## src/rtl/nic_fifo.sv

```systemverilog
// nic_fifo: processor-to-router network interface with two circular FIFOs.
// The out FIFO is filled by processor writes and drained toward the router
// when the head packet's virtual-channel tag (bit DW-1) matches the router
// polarity. The in FIFO is filled by the router and drained by processor
// reads. Processor reads are registered and appear on d_out one cycle later.
module nic_fifo #(
    parameter int DW    = 64,
    parameter int DEPTH = 4
) (
    input  logic          clk,
    input  logic          rst,
    input  logic [1:0]    addr,
    input  logic [DW-1:0] d_in,
    input  logic          nicEN,
    input  logic          nicWrEn,
    output logic [DW-1:0] d_out,
    output logic          net_so,
    input  logic          net_ro,
    output logic [DW-1:0] net_do,
    input  logic          net_polarity,
    input  logic          net_si,
    output logic          net_ri,
    input  logic [DW-1:0] net_di
);

    localparam int AW = $clog2(DEPTH);
    localparam int CW = $clog2(DEPTH) + 1;
    localparam logic [CW-1:0] FULL_CNT = CW'(DEPTH);

    localparam logic [1:0] ADDR_IN_DATA    = 2'b00;
    localparam logic [1:0] ADDR_IN_STATUS  = 2'b01;
    localparam logic [1:0] ADDR_OUT_DATA   = 2'b10;
    localparam logic [1:0] ADDR_OUT_STATUS = 2'b11;

    // Storage arrays (contents are not reset; pointers/counts define validity)
    logic [DW-1:0] out_mem [DEPTH];
    logic [DW-1:0] in_mem  [DEPTH];

    // Out FIFO state
    logic [AW-1:0] out_wr_ptr_reg, out_rd_ptr_reg;
    logic [CW-1:0] out_count_reg, out_count_next;
    logic          out_ovf_reg, out_ovf_next;

    // In FIFO state
    logic [AW-1:0] in_wr_ptr_reg, in_rd_ptr_reg;
    logic [CW-1:0] in_count_reg, in_count_next;
    logic          net_ri_reg, net_ri_next;

    // Registered processor read data
    logic [DW-1:0] d_out_reg, d_out_next;

    // Decoded access strobes
    logic          wr_access, rd_access;
    logic          out_push_req, out_push, out_pop, out_ovf_evt, out_full;
    logic          in_push, in_pop, in_nonempty;
    logic [DW-1:0] out_head, in_head;
    logic          send_ok;
    logic [DW-1:0] in_status, out_status;

    assign wr_access    = nicEN & nicWrEn;
    assign rd_access    = nicEN & ~nicWrEn;

    assign out_full     = (out_count_reg == FULL_CNT);
    assign out_push_req = wr_access & (addr == ADDR_OUT_DATA);
    // Push is gated by the count at the start of the cycle, so a push into a
    // full FIFO is dropped even when a send pops the head in the same cycle.
    assign out_push     = out_push_req & ~out_full;
    assign out_ovf_evt  = out_push_req & out_full;

    assign out_head     = out_mem[out_rd_ptr_reg];
    assign send_ok      = net_ro & (out_count_reg != '0) & (net_polarity == out_head[DW-1]);
    assign out_pop      = send_ok;

    assign net_so       = send_ok;
    assign net_do       = send_ok ? out_head : '0;

    assign in_nonempty  = (in_count_reg != '0);
    assign in_head      = in_mem[in_rd_ptr_reg];
    assign in_push      = net_ri_reg & net_si;
    assign in_pop       = rd_access & (addr == ADDR_IN_DATA) & in_nonempty;

    assign d_out        = d_out_reg;
    assign net_ri       = net_ri_reg;

    // Status words: flags in the top bits, occupancy count in the low CW bits
    always_comb begin
        in_status             = '0;
        in_status[DW-1]       = in_nonempty;
        in_status[CW-1:0]     = in_count_reg;
        out_status            = '0;
        out_status[DW-1]      = out_full;
        out_status[DW-2]      = out_ovf_reg;
        out_status[CW-1:0]    = out_count_reg;
    end

    // Out FIFO occupancy and sticky overflow flag for the coming edge
    always_comb begin
        out_count_next = out_count_reg;
        case ({out_push, out_pop})
            2'b10:   out_count_next = out_count_reg + CW'(1);
            2'b01:   out_count_next = out_count_reg - CW'(1);
            default: out_count_next = out_count_reg;
        endcase
        out_ovf_next = out_ovf_reg;
        if (out_ovf_evt) begin
            out_ovf_next = 1'b1;
        end else if (rd_access && (addr == ADDR_OUT_STATUS)) begin
            out_ovf_next = 1'b0;
        end
    end

    // In FIFO occupancy and receive-ready for the coming edge
    always_comb begin
        in_count_next = in_count_reg;
        case ({in_push, in_pop})
            2'b10:   in_count_next = in_count_reg + CW'(1);
            2'b01:   in_count_next = in_count_reg - CW'(1);
            default: in_count_next = in_count_reg;
        endcase
        net_ri_next = (in_count_next < FULL_CNT);
    end

    // Processor read mux; writes hold d_out, idle cycles clear it
    always_comb begin
        d_out_next = d_out_reg;
        if (!nicEN) begin
            d_out_next = '0;
        end else if (!nicWrEn) begin
            case (addr)
                ADDR_IN_DATA:    d_out_next = in_nonempty ? in_head : '0;
                ADDR_IN_STATUS:  d_out_next = in_status;
                ADDR_OUT_DATA:   d_out_next = '0;
                ADDR_OUT_STATUS: d_out_next = out_status;
                default:         d_out_next = '0;
            endcase
        end
    end

    // Out FIFO pointer, count and overflow registers
    always_ff @(posedge clk) begin
        if (rst) begin
            out_wr_ptr_reg <= '0;
            out_rd_ptr_reg <= '0;
            out_count_reg  <= '0;
            out_ovf_reg    <= 1'b0;
        end else begin
            if (out_push) out_wr_ptr_reg <= out_wr_ptr_reg + AW'(1);
            if (out_pop)  out_rd_ptr_reg <= out_rd_ptr_reg + AW'(1);
            out_count_reg <= out_count_next;
            out_ovf_reg   <= out_ovf_next;
        end
    end

    // In FIFO pointer, count and receive-ready registers
    always_ff @(posedge clk) begin
        if (rst) begin
            in_wr_ptr_reg <= '0;
            in_rd_ptr_reg <= '0;
            in_count_reg  <= '0;
            net_ri_reg    <= 1'b1;
        end else begin
            if (in_push) in_wr_ptr_reg <= in_wr_ptr_reg + AW'(1);
            if (in_pop)  in_rd_ptr_reg <= in_rd_ptr_reg + AW'(1);
            in_count_reg <= in_count_next;
            net_ri_reg   <= net_ri_next;
        end
    end

    // Registered processor read data
    always_ff @(posedge clk) begin
        if (rst) begin
            d_out_reg <= '0;
        end else begin
            d_out_reg <= d_out_next;
        end
    end

    // Out FIFO storage write port (no reset on the array)
    always_ff @(posedge clk) begin
        if (!rst && out_push) begin
            out_mem[out_wr_ptr_reg] <= d_in;
        end
    end

    // In FIFO storage write port (no reset on the array)
    always_ff @(posedge clk) begin
        if (!rst && in_push) begin
            in_mem[in_wr_ptr_reg] <= net_di;
        end
    end

endmodule
```

## config.mk

```make
export PLATFORM = sky130hd
export DESIGN_NAME = nic_fifo
export DESIGN_NICKNAME = d
export VERILOG_FILES = /design/src/rtl/nic_fifo.sv
export SDC_FILE = /design/constraint.sdc
export NUM_CORES = 1
export LEC_CHECK = 0
export CAP_MARGIN = 30
export CORE_MARGIN = 2
export CORE_UTILIZATION = 40
export DETAILED_ROUTE_END_ITERATION = 10
export SYNTH_ARGS = -nofsm -noshare
export SYNTH_HDL_FRONTEND = slang
export SYNTH_SLANG_ARGS = --single-unit
```

## constraint.sdc

```tcl
create_clock -name clk -period 8.4 [get_ports clk]
set_clock_uncertainty 0.2 [all_clocks]
set_input_delay 0.84 -clock clk [delete_from_list [all_inputs] [get_ports clk]]
set_output_delay 0.84 -clock clk [all_outputs]
set_load 0.01 [all_outputs]
```

Yosys cells after proc, flatten, opt, wreduce, memory -nomap -nowiden --
Memory sizes are Yosys's and may differ from the RTL's. A register that Yosys moved wholly into a read port is not among the register bits. Cells that the tools add are included.
Storage, ports and cells: memory bits (writable) 512, flip-flop bits (word level) 80, output and inout bits 130, memories 2, input port bits 137, logic and storage cells 67
Operators by class: multiplexer cells 15, reduce and logical (&&, ||, !) cells 10, add/sub/neg operators 8, eq/ne operators 9, bitwise logic cells 13, magnitude comparators 1
Memory list:
- in_mem | words 4, width 64, read ports 1, clocked after memory_dff 1, wr ports 1, RTL line 37 | logic [DW-1:0] in_mem [DEPTH];
- out_mem | words 4, width 64, read ports 1, clocked after memory_dff 1, wr ports 1, RTL line 36 | logic [DW-1:0] out_mem [DEPTH];
Operators by type and width (count):
- 64-bit one-hot mux with 4 select lines | 1
- 64-bit two-way mux | 2
- 3-bit one-hot mux with 2 select lines | 2
- 1-bit bitwise AND | 10
- 2-bit by 1-bit adder with 2-bit output, second input constant | 4
- 2-bit == test, second input constant | 4
- 2-bit two-way mux | 4
- 3-bit by 1-bit adder with 3-bit output, second input constant | 2
- 2-bit by 1-bit == test with 1-bit output, second input constant | 3
- 1-bit two-way mux | 6
- 3-bit nonzero test | 2
- 3-bit by 1-bit subtractor with 3-bit output, second input constant | 2
- 2-bit nonzero test | 2
- 3-bit == test, second input constant | 1
- 1-bit logical AND | 3
- 3-bit < comparator, second input constant | 1
- 1-bit inverter | 3
- 2-bit logical NOT | 1
- 2-bit OR reduction | 1
- 1-bit == test | 1
- 1-bit logical NOT | 1

Logic depth before layout (Yosys ltp) --
Gate-level depths: netlist of run 1.
depth after elaboration 7, gate-level depth with buffers 11, mapped depth without buffers 9

Worst setup path after synthesis of run 1 --
OpenSTA, ideal clock, no wires.
path type input to register, start point input addr[0], end point memory out_mem[0][0] (enable), stages on the path 6, library setup time 429 ps, path buffers 1, arrival time 3229 ps, data required time 7771 ps, path slack 4542 ps, path through buf_2 -> and4b_1 -> nor2b_1 -> inv_1 -> nor2_1 -> and2_1
On the way: cells in the longest elaborated chain, start to end 6
Ends and longest elaborated chain:
- start: declaration | RTL line 12 | input logic [1:0] addr,
- 2-bit == test | RTL line 64 | assign out_push_req = wr_access & (addr == ADDR_OUT_DATA);
- 1-bit bitwise AND | RTL line 64
- 1-bit bitwise AND | RTL line 67 | assign out_push = out_push_req & ~out_full;
- 1-bit logical AND | RTL line 180 | if (!rst && out_push) begin
- 1-bit two-way mux | RTL line 180
- 1-bit two-way mux (implied by the code) | RTL line 181 | out_mem[out_wr_ptr_reg] <= d_in;
- end: declaration | RTL line 36
No other way between the ends.

==> impl_metrics.yaml, run 1 <==
sta:
  worstMarginPinSlew_ps: 994.6
  post-route-min-period_ps: 4687
  rsz0062_at_grt: "no"
  final.period_utilization: 0.5580
  fin_tns_setup_ps: 0
  maxClockFrequency_mhz: 213.3
  drv_slew: 0
  report.final.hold_viol_count: 0
  timing.final.setup_violations: 0
  relSlewSlack: 0.3370
setup_path:
  slowest_delay_ps: 670
  critPathMaxFanout: 53
  timing.critical_path.slowest_stage_cell: "sky130_fd_sc_hd__dfxtp_4"
  startpoint_type: "flop"
  critPathTopFamily: "buffers and inverters"
  worstPathBufferInverterCount: 2
  path_class: "flop to output pin"
  critical_path.cell_chain: "mux4_2 -> xor2_1 -> nor2b_4 -> buf_4 -> and2_1 -> clkdlybuf4s50_1"
  worst-endpoint-required_ps: 7360
  cp-end-kind: "output pin"
  cp_data_arrival_time_ps: 3650
die:
  floorplan.core_area_sq_um: 55200
  floorplan.die.height_um: 240.3
  dieWidth_um: 240.3
  placement_rows: 86
  ioPinCount: 267
  dieArea_sq_um: 57760
  starting_utilization_of_the_core_area: 0.4047
placement:
  dp_hpwl_mm: 26.53
  number_of_i_o_port_buffers: 266
  gpl.final_weighted_congestion: 0.7016
  dp.cells: 2109
drt:
  drt-total-wl_mm: 45.79
  route.detailed.wl_per_inst_um: 20.53
  drt_first_iter_violations: 555
  met3_wirelength_mm: 3.092
  routed-via-count: 11240
  m1WireLength_mm: 19.76
  dr.max_layer_used: "met5"
  drc_errors: 0
  drtAntennaViolNets: 0
  met2WireLength_mm: 22.20
  detailedRoute.firstPassIterationCount: 7
  routed_via_density: 5.042
clock_tree:
  worst_skew_pair.late_latency_ps: 570
  ctsLongestPathBuffers: 3
  cts.clk_slew.worst_paths_ps: 60
  cts.hold.buffers_added: 0
  htree_num_levels: 3
  cts_buffers: 66
  post-cts-setup-buffers: 0
  clock-sinks: 596
  cts.repair.resized: 0
  tritoncts_clock_tree: "done"
  ctsRootBufferMaster: "sky130_fd_sc_hd__clkbuf_16"
global_routing:
  grt.overflow.total: 0
  grtUsageTotal: 0.1606
  grt_start_max_net_pins: 93
  grt_first_pass_wirelength_mm: 69.28
  antenna_found_initial: 5
  number_of_global_route_vias_before_repair: 11650
layout:
  sequential_cell_area_sq_um: 17070
  drive_above_1_share: 0.1754
  nFillCells: 4470
  number_of_antenna_repair_diodes: 0
  final_cell_count_no_fill: 2230
  area.growth.synth_to_final_pct: 25.86
  layout.core_utilization: 0.5094
  multiInputGateArea_sq_um: 4987
  nets: 1579
synthesis:
  synthesis.nets: 1289
  synth.yosys.seq_area_share: 0.7634
  synth.ff_latch_count: 596
  synthCells: 1140
  post_synth.cell_area_avg_sq_um: 19.60
  synth_cell_types: 39
  yosysWarnings: 0
  synth.cell_area_sq_um: 22340
power_and_ir_drop:
  cellLeakagePower_nw: 8.722
  vdd_ir_drop_max_v: 0.0001575
  power_density_nw_per_um2: 223.7
  p_total_mw: 6.289
min_path:
  path_type_of_the_worst_min_delay_path: "flop to flop"
  min-delay-start: "d_out[25]"
run:
  cap_violations: 0
outcome:
  outcome: "completed"
## synthesized netlist by cell type (all sizes together)
| master | number | area share |
|---|---|---|
| nand2b | 2 | 0.00056 |
| nor3 | 5 | 0.0011 |
| ha | 10 | 0.0056 |
| a31o | 1 | 0.00039 |
| mux4 | 128 | 0.13 |
| and2 | 71 | 0.020 |
| or3 | 2 | 0.00056 |
| or2 | 1 | 0.00028 |
| nor3b | 1 | 0.00034 |
| nor4b | 1 | 0.00039 |
| and4b | 1 | 0.00045 |
| inv | 10 | 0.0017 |
| buf | 24 | 0.0060 |
| nor2b | 7 | 0.0021 |
| o21ai | 3 | 0.00067 |
| mux2i | 1 | 0.00045 |
| fa | 2 | 0.0018 |
| o31a | 1 | 0.00039 |
| clkbuf | 42 | 0.0071 |
| a21oi | 65 | 0.015 |
| dfxtp | 84 | 0.075 |
| a221oi | 5 | 0.0020 |
| nand3b | 59 | 0.020 |
| nand2 | 65 | 0.011 |
| nand3 | 2 | 0.00045 |
| xor2 | 4 | 0.0016 |
| a31oi | 2 | 0.00056 |
| and3 | 1 | 0.00028 |
| mux2 | 5 | 0.0025 |
| edfxtp | 512 | 0.69 |
| nor2 | 17 | 0.0029 |
| xnor2 | 5 | 0.0020 |
| a22oi | 1 | 0.00034 |
## cells in the final DEF (no fill, tap or decap), drive strengths merged, types with 4 or more instances in the layout
cell type / n
ha: 10
buf: 22
nor2b: 7
mux4: 128
and2: 71
xor2: 4
inv: 12
nand2: 65
clkbuf: 90
clkinv: 25
clkdlybuf4s50: 265
mux2: 5
nor3: 5
a21oi: 65
nand3b: 59
nor2: 17
a221oi: 5
dfxtp: 84
xnor2: 5
edfxtp: 512
## final timing paths
path / slack, ps / endpoint / depth (start not counted)
max: 3710 / net_do[19] / 6
min: 250 / d_out[25] / 2
min reg2reg: 250 / d_out[25] / 2
max reg2reg: 4920 / out_count_reg[2] / 9
## logic make-up (layout without fill, tap and decap cells)
kind of cell	after synthesis	in the layout	share of synthesized area
adder cells (fa/ha/maj)	12	12	0.007393
flip-flops	596	596	0.7634
AND/OR/NAND/NOR	235	235	0.05998
buffers and inverters	76	418	0.01479
AO/OA/AOI/OAI	78	78	0.01887
multiplexers	134	134	0.1320
XOR/XNOR	9	9	0.003528
## where the power goes
part,internal (mW),switching (mW)
sequential,3.26,0.0175
clock,1.65,1.10
combinational,0.132,0.127
## through the flow
step | setup slack [ps] | instance area, sq um | hold WS, ps
after floorplan | 4542 | 22340 | 259.1
after global placement | 4204 | 25780 | 241.1
after detailed placement | 4095 | 26030 | 251.4
after CTS | 3535 | 28110 | 259.2
after global routing | 3395 | 28120 | 274.5
final | 3713 | 28120 | 253.0
## layout make-up
class,instances,area share
Clock buffer,89,0.06630
Clock inverter,31,0.007876
Inverter,10,0.001335
Multi-Input combinational cell,468,0.1774
Sequential cell,596,0.6070
Tap cell,748,0.03328
Timing Repair Buffer,288,0.1068
## worst min-delay path, delay by kind of cell (launching register included)
| kind | cells | cell delay (ps) |
|---|---|---|
| DFF | 1 | 300 |
| and+or+nand+nor | 1 | 50 |
| AOI/OAI and AO/OA | 1 | 50 |
## metal layers
layer / vias up / global-route usage
met5: - / 0
met4: 8 / 0.04724
met3: 55 / 0.04592
met2: 273 / 0.2601
met1: 5819 / 0.2115
li1: 5089 / -
Note: power is estimated with default switching activity, not from simulation.
==> run 2: changes to the inputs <==
Clock period 8.4 ns to 4.87 ns, I/O delays scaled along.
==> run 2 against run 1 <==
Effect of this change:
- cell area fell by 0.40%
- sequential share of layout area rose by 0.25 points
- clock power rose by 69%
- largest cell class unchanged
- critical endpoint is now net_do[48]
- worst hold slack got worse by 130 ps
- critical path type unchanged
==> impl_metrics.yaml, run 2 (synthesis results as in run 1) <==
min_path:
  holdPathStages: 3
  path_type_of_the_worst_min_delay_path: "input port to flop"
  min-delay-start: "nicWrEn"
  holdPathEnd: "d_out[26]"
sta:
  maxClockFrequency_mhz: 228.9
  final.period_utilization: 0.8969
  report.final.hold_viol_count: 0
  rsz0062_at_grt: "no"
  post-route-min-period_ps: 4368
  fin_tns_setup_ps: 0
  drv_slew: 0
  timing.final.setup_violations: 0
  relSlewSlack: 0.4131
  worstMarginPinSlew_ps: 880.4
die:
  starting_utilization_of_the_core_area: 0.4047
  dieArea_sq_um: 57760
  placement_rows: 86
  floorplan.core_area_sq_um: 55200
  floorplan.die.height_um: 240.3
  ioPinCount: 267
  dieWidth_um: 240.3
global_routing:
  antenna_found_initial: 6
  number_of_global_route_vias_before_repair: 11900
  grt_start_max_net_pins: 85
  grt_first_pass_wirelength_mm: 71.35
  grt.overflow.total: 0
  grtUsageTotal: 0.1648
setup_path:
  critPathMaxFanout: 41
  cp-end-kind: "output pin"
  worst-endpoint-required_ps: 4180
  critPathTopFamily: "buffers and inverters"
  worstPathBufferInverterCount: 2
  endpoint_of_the_worst_register_to_register_path: "out_count_reg[2]"
  timing.critical_path.slowest_stage_cell: "sky130_fd_sc_hd__nor2b_4"
  reg2reg_depth: 9
  startpoint_type: "flop"
  worst-r2r-setup-slack_ps: 1300
  slowest_delay_ps: 620
  cp_data_arrival_time_ps: 3680
  path_class: "flop to output pin"
  critical_path.cell_chain: "mux4_2 -> xor2_1 -> nor2b_4 -> buf_4 -> and2_1 -> clkdlybuf4s50_1"
clock_tree:
  htree_num_levels: 2
  post-cts-setup-buffers: 0
  ctsLongestPathBuffers: 3
  worst_skew_pair.late_latency_ps: 620
  cts.clk_slew.worst_paths_ps: 60
  cts.hold.buffers_added: 0
  cts.repair.resized: 0
  clock-sinks: 596
  tritoncts_clock_tree: "done"
  cts_buffers: 61
  ctsRootBufferMaster: "sky130_fd_sc_hd__clkbuf_16"
drt:
  routed_via_density: 5.092
  detailedRoute.firstPassIterationCount: 5
  route.detailed.wl_per_inst_um: 21.20
  drc_errors: 0
  routed-via-count: 11350
  drt_first_iter_violations: 655
  drtAntennaViolNets: 0
  drt-total-wl_mm: 47.27
layout:
  most_common_cell_after_layout_fill_and_taps_aside: "sky130_fd_sc_hd__edfxtp_1"
  area.growth.synth_to_final_pct: 25.35
  drive_above_1_share: 0.1851
  layout_common_cells: "512 x sky130_fd_sc_hd__edfxtp_1, 265 x sky130_fd_sc_hd__clkdlybuf4s50_1, 128 x sky130_fd_sc_hd__mux4_2, 80 x sky130_fd_sc_hd__dfxtp_1"
  nets: 1577
power_and_ir_drop:
  vdd_ir_drop_max_v: 0.0003117
  power_density_nw_per_um2: 383.6
  p_total_mw: 10.74
  cellLeakagePower_nw: 8.690
placement:
  number_of_i_o_port_buffers: 266
  dp_hpwl_mm: 27.85
  gpl.final_weighted_congestion: 0.6796
outcome:
  outcome: "completed"
run:
  cap_violations: 0
## run 2: cell count changes in the layout (fill, tap and decap cells not counted), sizes merged
cell and change:
diode +1, bufinv +2, inv +1, clkinvlp +1
clkinv -1, clkbuf -9, buf +4
## run 2: area by class of cell
type,count,area (sq um)
clock buffer,81,1702
multi-input combinational,468,4987
antenna,1,2.502
sequential,596,17070
tap,748,935.9
inverter,10,37.54
fill,4563,27200
timing repair buffer,291,2950
clock inverter,34,320.3
## run 2: worst min-delay path: stages
cell                      delay (ps)
sky130_fd_sc_hd__buf_4           250
sky130_fd_sc_hd__nand2_1         100
sky130_fd_sc_hd__a21oi_1          50
## run 2: power by group
part           switching (mW)  leakage, nW  internal, mW
combinational           0.226         2.38         0.226
clock                    1.92         1.00          2.72
sequential             0.0270         5.31          5.62
## run 2: per-layer routing
layer	share of wire	wire length (um)	vias to the layer above	global-route usage
met5	0.0015	69	-	0
met4	0.018	842	10	0.04310
met3	0.065	3084	76	0.04432
met2	0.48	22720	279	0.2683
met1	0.43	20550	5897	0.2200
li1	-	-	5089	-
## run 2: through the flow
step | utilization | setup WS, ps | std cells | cell area, sq um | hold WS (ps)
after floorplan | - | 1365 | 1140 | 22340 | 259.1
after global placement | 0.4693 | 1086 | 2110 | 25900 | 248.7
after detailed placement | 0.4706 | 1016 | 2113 | 25980 | 253.0
after CTS | 0.5073 | 339.5 | 2228 | 28000 | 85.30
after global routing | 0.5073 | 162.4 | 2228 | 28000 | 141.4
final | 0.5073 | 501.9 | 2229 | 28000 | 127.6
## run 2: worst max-delay path by stage
stage	start	end	slack, ps	cells past startpoint
2_1_floorplan	addr[0]	out_mem[0][0]	1370	6
3_3_place_gp	flop	net_do[50]	1090	6
3_5_place_dp	flop	net_do[33]	1020	6
4_1_cts	flop	net_do[33]	340	6
5_1_grt	flop	net_do[51]	160	6
6_report	flop	net_do[48]	500	6
==> run 3: changes to the inputs <==
Settings changed: SLEW_MARGIN set to 30.
==> run 3 against run 2 <==
Effect of this change:
- critical path type unchanged
- setup slack better by 41 ps
- total power is 0.31% lower
- via count is 0.26% lower
- sequential power barely moved
- wire length is 0.18% higher
- cell area down 0.20%
- largest power group unchanged
- sequential cell count did not move
==> impl_metrics.yaml, run 3 (synthesis results as in run 1) <==
outcome:
  outcome: "completed"
placement:
  number_of_i_o_port_buffers: 266
  dp_hpwl_mm: 27.86
  dp.cells: 2112
  gpl.final_weighted_congestion: 0.6796
  place_area_sq_um: 25960
layout:
  most_common_cell_after_layout_fill_and_taps_aside: "sky130_fd_sc_hd__edfxtp_1"
  final_cell_count_no_fill: 2229
  nets: 1576
  drive_above_1_share: 0.1792
  area.growth.synth_to_final_pct: 25.10
  layout_common_cells: "512 x sky130_fd_sc_hd__edfxtp_1, 265 x sky130_fd_sc_hd__clkdlybuf4s50_1, 128 x sky130_fd_sc_hd__mux4_2, 80 x sky130_fd_sc_hd__dfxtp_1"
  layout.core_utilization: 0.5063
  finish.instance_area_sq_um: 27950
clock_tree:
  ctsLongestPathBuffers: 3
  cts.clk_slew.worst_paths_ps: 60
  htree_num_levels: 2
  ctsRootBufferMaster: "sky130_fd_sc_hd__clkbuf_16"
  tritoncts_clock_tree: "done"
  post-cts-setup-buffers: 0
  cts_buffers: 61
  worst_skew_pair.late_latency_ps: 620
  clock-sinks: 596
  cts.hold.buffers_added: 0
  cts.repair.resized: 0
setup_path:
  cp_data_arrival_time_ps: 3640
  slowest_delay_ps: 590
  critical_path.cell_chain: "mux4_2 -> xor2_1 -> nor2b_4 -> buf_4 -> and2_1 -> clkdlybuf4s50_1"
  critPathMaxFanout: 41
  worstPathBufferInverterCount: 2
  timing.critical_path.slowest_stage_cell: "sky130_fd_sc_hd__nor2b_4"
  path_class: "flop to output pin"
  critPathTopFamily: "buffers and inverters"
  startpoint_type: "flop"
  worst-endpoint-required_ps: 4180
  cp-end-kind: "output pin"
sta:
  drv_slew: 0
  final.period_utilization: 0.8886
  worstMarginPinSlew_ps: 884.8
  maxClockFrequency_mhz: 231.1
  post-route-min-period_ps: 4328
  relSlewSlack: 0.4018
  report.final.hold_viol_count: 0
  timing.final.setup_violations: 0
  rsz0062_at_grt: "no"
  fin_tns_setup_ps: 0
drt:
  drtAntennaViolNets: 0
  drc_errors: 0
  routed_via_density: 5.079
  route.detailed.wl_per_inst_um: 21.24
  routed-via-count: 11320
  drt-total-wl_mm: 47.35
  drt_first_iter_violations: 644
  detailedRoute.firstPassIterationCount: 5
global_routing:
  grtUsageTotal: 0.1650
  grt.overflow.total: 0
  grt_first_pass_wirelength_mm: 71.37
  antenna_found_initial: 6
  grt_start_max_net_pins: 85
  number_of_global_route_vias_before_repair: 12040
die:
  placement_rows: 86
  dieWidth_um: 240.3
  ioPinCount: 267
  floorplan.die.height_um: 240.3
  starting_utilization_of_the_core_area: 0.4047
  dieArea_sq_um: 57760
  floorplan.core_area_sq_um: 55200
power_and_ir_drop:
  vdd_ir_drop_max_v: 0.0002502
  cellLeakagePower_nw: 8.644
  power_density_nw_per_um2: 383.2
run:
  cap_violations: 0
min_path:
  path_type_of_the_worst_min_delay_path: "input port to flop"
run 3: changes by cell type in the layout (fill, tap and decap cells not counted), sizes merged:
cell,previous run,this run
bufinv,5,6
diode,1,2
inv,13,12
buf,26,25
clkinv,24,23
clkinvlp,2,4
clkbuf,81,80
run 3: cell type report:
class                      instances  area, sq um
clock buffer                      80         1648
multi-input combinational        468         4987
inverter                          10        37.54
timing repair buffer             290         2927
tap                              748        935.9
fill                            4593        27250
clock inverter                    35        339.1
sequential                       596        17070
antenna                            2        5.005
run 3: stage by stage:
| stage | setup WS (ps) | total power, mW | hold WS, ps |
|---|---|---|---|
| final | 542.4 | 10.71 | 134.1 |
| after global routing | 197.1 | 11.07 | 146.8 |
| after CTS | 383.0 | 10.84 | 94.01 |
| after detailed placement | 1053 | 6.220 | 251.8 |
| after global placement | 1086 | 6.205 | 248.7 |
| after floorplan | 1365 | 5.962 | 259.1 |
run 3: final timing paths:
kind	start	cells past startpoint	slack, ps	to
max	flop	6	540	net_do[60]
min	nicWrEn	3	130	d_out[19]
max reg2reg	flop	9	1310	out_count_reg[2]
min reg2reg	d_out[14]	2	260	d_out[14]
run 3: worst register-to-register path, delay by kind of cell (launching register included):
family	cells	cell delay [ps]
xor+xnor	2	360
simple gates	2	890
fa+ha+maj	2	690
mux	1	580
flops	1	570
compound gates	1	140
buf+inv	1	70
run 3: routing by layer:
layer | up-vias | global-route usage | part of all wire
met4 | 8 | 0.04498 | 0.018
met2 | 284 | 0.2719 | 0.49
met1 | 5871 | 0.2178 | 0.43
met3 | 69 | 0.04271 | 0.069
li1 | 5089 | - | -
met5 | - | 0 | 0.0012
run 3: power breakdown:
| part | switching [mW] | total (mW) | internal, mW |
|---|---|---|---|
| Combinational | 0.223 | 0.448 | 0.225 |
| Sequential | 0.0297 | 5.65 | 5.62 |
| Clock | 1.91 | 4.61 | 2.69 |
